--- src/rtl/counter_seq_ctrl.sv ---
// counter_seq_ctrl: configurable up-counter sequencer.
// A host loads terminal value, prescale divisor and mode through a
// valid/ready handshake, then starts the run. The block raises a one-cycle
// done pulse on terminal count and then either stops (one-shot) or reloads
// (periodic).
module counter_seq_ctrl #(
   parameter int COUNTER_WIDTH  = 4,
   parameter int PRESCALE_WIDTH = 4
) (
   input  logic                      clk,
   input  logic                      resetn,
   input  logic                      cfg_valid,
   output logic                      cfg_ready,
   input  logic [COUNTER_WIDTH-1:0]  cfg_limit,
   input  logic [PRESCALE_WIDTH-1:0] cfg_prescale,
   input  logic                      cfg_mode,
   input  logic                      start,
   input  logic                      stop,
   output logic [COUNTER_WIDTH-1:0]  count,
   output logic                      busy,
   output logic                      done
);

   localparam logic [1:0] ST_IDLE  = 2'd0;
   localparam logic [1:0] ST_ARMED = 2'd1;
   localparam logic [1:0] ST_RUN   = 2'd2;
   localparam logic [1:0] ST_DONE  = 2'd3;

   localparam logic [COUNTER_WIDTH-1:0]  CNT_ONE   = {{(COUNTER_WIDTH-1){1'b0}}, 1'b1};
   localparam logic [PRESCALE_WIDTH-1:0] PRESC_ONE = {{(PRESCALE_WIDTH-1){1'b0}}, 1'b1};

   logic [1:0]                state_q, state_d;
   logic [COUNTER_WIDTH-1:0]  count_q, count_d;
   logic [PRESCALE_WIDTH-1:0] presc_q, presc_d;
   logic [COUNTER_WIDTH-1:0]  limit_q, limit_d;
   logic [PRESCALE_WIDTH-1:0] prescale_q, prescale_d;
   logic                      mode_q, mode_d;
   logic                      done_q, done_d;
   logic                      tick;

   assign cfg_ready = (state_q == ST_IDLE) || (state_q == ST_DONE);
   assign count     = count_q;
   assign busy      = (state_q == ST_RUN);
   assign done      = done_q;
   assign tick      = (presc_q == prescale_q);

   // Next-state logic: handshake, start/stop control, prescaler and terminal count.
   always_comb begin
      state_d    = state_q;
      count_d    = count_q;
      presc_d    = presc_q;
      limit_d    = limit_q;
      prescale_d = prescale_q;
      mode_d     = mode_q;
      done_d     = 1'b0;

      case (state_q)
         ST_IDLE: begin
            if (cfg_valid) begin
               limit_d    = cfg_limit;
               prescale_d = cfg_prescale;
               mode_d     = cfg_mode;
               count_d    = '0;
               state_d    = ST_ARMED;
            end
         end
         ST_ARMED: begin
            if (stop) begin
               state_d = ST_IDLE;
            end else if (start) begin
               state_d = ST_RUN;
               count_d = '0;
               presc_d = '0;
            end
         end
         ST_RUN: begin
            if (stop) begin
               state_d = ST_IDLE;
               count_d = '0;
               presc_d = '0;
            end else if (tick) begin
               presc_d = '0;
               if (count_q == limit_q) begin
                  done_d = 1'b1;
                  if (mode_q) begin
                     count_d = '0;
                  end else begin
                     state_d = ST_DONE;
                  end
               end else begin
                  count_d = count_q + CNT_ONE;
               end
            end else begin
               presc_d = presc_q + PRESC_ONE;
            end
         end
         ST_DONE: begin
            if (cfg_valid) begin
               limit_d    = cfg_limit;
               prescale_d = cfg_prescale;
               mode_d     = cfg_mode;
               count_d    = '0;
               state_d    = ST_ARMED;
            end else if (start) begin
               state_d = ST_RUN;
               count_d = '0;
               presc_d = '0;
            end else if (stop) begin
               state_d = ST_IDLE;
               count_d = '0;
            end
         end
         default: begin
            state_d = ST_IDLE;
         end
      endcase
   end

   // State registers; reset aborts any run immediately with no done pulse.
   always_ff @(posedge clk or negedge resetn) begin
      if (!resetn) begin
         state_q    <= ST_IDLE;
         count_q    <= '0;
         presc_q    <= '0;
         limit_q    <= '0;
         prescale_q <= '0;
         mode_q     <= 1'b0;
         done_q     <= 1'b0;
      end else begin
         state_q    <= state_d;
         count_q    <= count_d;
         presc_q    <= presc_d;
         limit_q    <= limit_d;
         prescale_q <= prescale_d;
         mode_q     <= mode_d;
         done_q     <= done_d;
      end
   end

endmodule

--- config.mk ---
export PLATFORM = sky130hd
export DESIGN_NAME = counter_seq_ctrl
export DESIGN_NICKNAME = d
export VERILOG_FILES = /design/src/rtl/counter_seq_ctrl.sv
export SDC_FILE = /design/constraint.sdc
export NUM_CORES = 1
export LEC_CHECK = 0
export ABC_AREA = 1
export BUFFER_PORTS_ARGS = -buffer_cell sky130_fd_sc_hd__buf_2
export CAP_MARGIN = 20
export CORE_UTILIZATION = 50
export DETAILED_ROUTE_END_ITERATION = 8
export PLACE_DENSITY = 0.7
export SLEW_MARGIN = 15
export SYNTH_ARGS = -nofsm -noshare
export SYNTH_HDL_FRONTEND = slang
export SYNTH_SLANG_ARGS = --single-unit
--- constraint.sdc ---
create_clock -name clk -period 2.7 [get_ports clk]
set_input_delay 0.135 -clock clk [delete_from_list [all_inputs] [get_ports clk]]
set_output_delay 0.135 -clock clk [all_outputs]
set_load 0.005 [all_outputs]
==> results by group <==
Worst hold path
  – HP Class: primary input to flop

Clocking
  – Clock sink count: 20
  – CTS resizes: 0
  – Root buf cell: clkbuf_4
  – Clock transition at path regs: roughly 110 ps
  – Worst-Skew Late Latency: 300 ps
  – H-tree Lvls: 1
  – Clock tree buffer depth: 2
  – CTS Hold Bufs: 1
  – CTS Buf Count: 3
  – Setup bufs post-CTS: 0
  – CTS tree: yes

Floorplanning
  – Initial core utilization: 0.553
  – Die Y: between 50 and 60 um
  – Core Region: approximately 2300 sq um
  – Die Footprint: 2750 sq um
  – Site row count: 17
  – # IOs: 21
  – DIE WIDTH: 52.4 um

Critical path
  – Critical path capture point type: flop
  – CP top delay family: simple AND/OR/NAND/NOR gates
  – R2r startpoint: state_q[0]
  – Max FO, Critical Path: 18
  – Worst Path Required: around 2900 ps
  – Most used cell, CP: inv_1
  – Critical path startpoint: state_q[0]
  – Cells along the critical path: inv_1 -> ha_1 -> inv_1 -> nand2_1 -> nor2_1 -> a21oi_1
  – CP arrival: roughly 1800 ps
  – Crit path depth: 6
  – Slowest stage delay, CP: ~440 ps
  – R2R setup slack: around 1100 ps
  – Setup CP Type: flop to flop
  – Buf/Inv on CP: 2
  – Worst Reg-to-Reg Cells: 6
  – CP Launch Type: flop
  – CP max stage cell: dfrtp_1
  – End of the worst register-to-register path: prescale_q[3]
  – Critical Path Sink: prescale_q[3]

STA
  – Setup tns final: 0 ps
  – Worst Slack Setup Final: about 1100 ps
  – Final hold violation count: 0
  – Period utilisation layout: 0.605
  – Max Slew Vio Count: 0
  – Worst-margin pin slew: between 500 and 600 ps
  – RSZ-0062 raised after global routing: false
  – FMAX: 612 MHz
  – Fin Clk Skew: a little over 9 ps
  – Endpoints failing setup: 0
  – Crit path time final: about 1600 ps
  – Slew headroom: 0.638

Power and ir drop
  – Psw: 549 uW
  – Worst supply voltage drop on vdd: 657 uV
  – Total chip power: approximately 1.2 mW
  – Switching fraction of total power: 0.456
  – Share of total power in sequential cells: 0.375
  – Pint: approximately 660 uW
  – LEAKAGE: 0.787 nW
  – Clk pwr share: 0.114
  – Power Density: 841 nW/um^2
  – Logic pwr share: 0.511

Routing
  – DRC violations left: 0
  – Drt pass-1 iters: 4
  – Post-DR wirelength/cell: between 10 and 15 um
  – ANT nets after route: 0
  – Drt total wl: approximately 2.4 mm
  – Vias per inst: slightly below 5
  – DR iter-0 viols: 17
  – Vias post-DR: 1092

Cells and area
  – Reg area: between 500 and 600 sq um
  – Fill cells: 210
  – Layout Nets: around 220
  – Post-layout util: 0.624
  – Share of cells above drive strength 1: 0.233
  – Fin area: approximately 1400 sq um
  – Ant diodes: 0
  – Multi-input logic area: roughly 660 sq um
  – Area growth from synthesis to layout: 12.8%

Logic synthesis
  – Post-synth top area cell: dfrtp_1
  – Post-synth EDFFs: 0
  – Area share of the largest cell type after synthesis: 0.394
  – Count leader, synth: nand2_1
  – Top FF cell, synth: dfrtp_1
  – Async SR Flop Fraction: 1.00
  – Top post-synthesis cells by area: dfrtp_1, nand2_1, ha_1, inv_1, nor2_1
  – Synth Register Bits: 20
  – Cell count after synthesis: 170
  – Synth unique cells: 21
  – Mapped Area: between 1000 and 1500 sq um
  – Synth warn: 0
  – Syn Nets: 191
  – Post-synthesis sequential area ratio: 0.394
  – Most frequent cells after synthesis: nand2_1, inv_1, dfrtp_1
  – Synth Area per Inst: roughly 7.5 sq um

Place
  – Placed instance area: between 1000 and 1500 sq um
  – Pre-CTS setup slack: roughly 1100 ps
  – # port buffers: 20
  – RePlAce Congestion: 0.837
  – Detailed Place HPWL: approximately 1.9 mm

Job
  – Max Cap Viol: 0

Global route
  – First-pass GRT wire length: between 4 and 5 mm
  – Initial antenna violation count: 0
  – All-Layer GR Usage: 0.209
  – Number of global-route vias before repair: approximately 1000
  – Pin count of the biggest net entering global routing: 21
  – GRT overflow: 0

Status
  – Status: complete, no violations
worst reg2reg max path, stage by stage (launching register included):
cell and delay, ps:
dfrtp_1 440, inv_1 110, ha_1 300, inv_1 70, nand2_1 320, nor2_1 200, a21oi_1 60
worst min path at each step:
stage	start	end	slack, ps	depth (start not counted)
3_5_place_dp	resetn	count[2]	100	1
6_report	cfg_limit[0]	limit_q[0]	80	3
2_1_floorplan	resetn	count[0]	-160	0
5_1_grt	cfg_limit[2]	limit_q[2]	100	3
3_3_place_gp	resetn	count[0]	100	1
4_1_cts	cfg_limit[0]	limit_q[0]	80	3
layout by cell type (no fill, tap or decap), drive strengths merged:
cell type / count
dlygate4sd3: 1
nand3: 10
clkbuf: 3
nor3: 1
a21oi: 12
ha: 7
buf: 20
nor2: 21
dfrtp: 20
nand2: 56
xor2: 3
inv: 28
o21ai: 6
nand4: 4
xnor2: 1
per-layer routing:
metal,up-vias,track usage,share of wire
li1,576,-,-
met2,21,0.380,0.52
met3,4,0.0348,0.030
met1,491,0.240,0.44
met4,0,0.0789,0.013
met5,-,0,0
final cells by class:
class                   count  area share
flip-flops and latches     20       0.349
inverters                  28      0.0733
multi-input cells         121       0.461
repair buffers             21      0.0768
clock buffers               3      0.0157
well taps                  28      0.0244
flip-flops by register name, summed over array words and instances, names as in the netlist:
register and count:
mode_q 1, count 4, prescale_q 4, presc_q 4
state_q 2, limit_q 4, done 1
cells by family (layout without fill, tap and decap cells):
family	Yosys count	after routing	share of synthesized area
xor+xnor	4	4	0.0276
flops	20	20	0.394
compound gates	18	18	0.0797
simple gates	92	92	0.343
buf+inv	29	52	0.0866
fa+ha+maj	7	7	0.0689
power by group through the flow:
| stage | sequential (mW) | clock, mW | combinational, mW |
|---|---|---|---|
| final | 0.452 | 0.138 | 0.616 |
| after global routing | 0.460 | 0.151 | 0.710 |
| after CTS | 0.452 | 0.140 | 0.619 |
| after detailed placement | 0.458 | 0 | 0.613 |
| after global placement | 0.451 | 0 | 0.596 |
| after floorplan | 0.443 | 0 | 0.482 |
per-stage QoR:
stage	hold WS, ps	std cells
floorplan	-161	170
finish	83.4	221
detailed placement	105	217
global route	100	221
CTS	85.0	221
global placement	104	217
No activity file was read; power rests on OpenSTA's default activity.
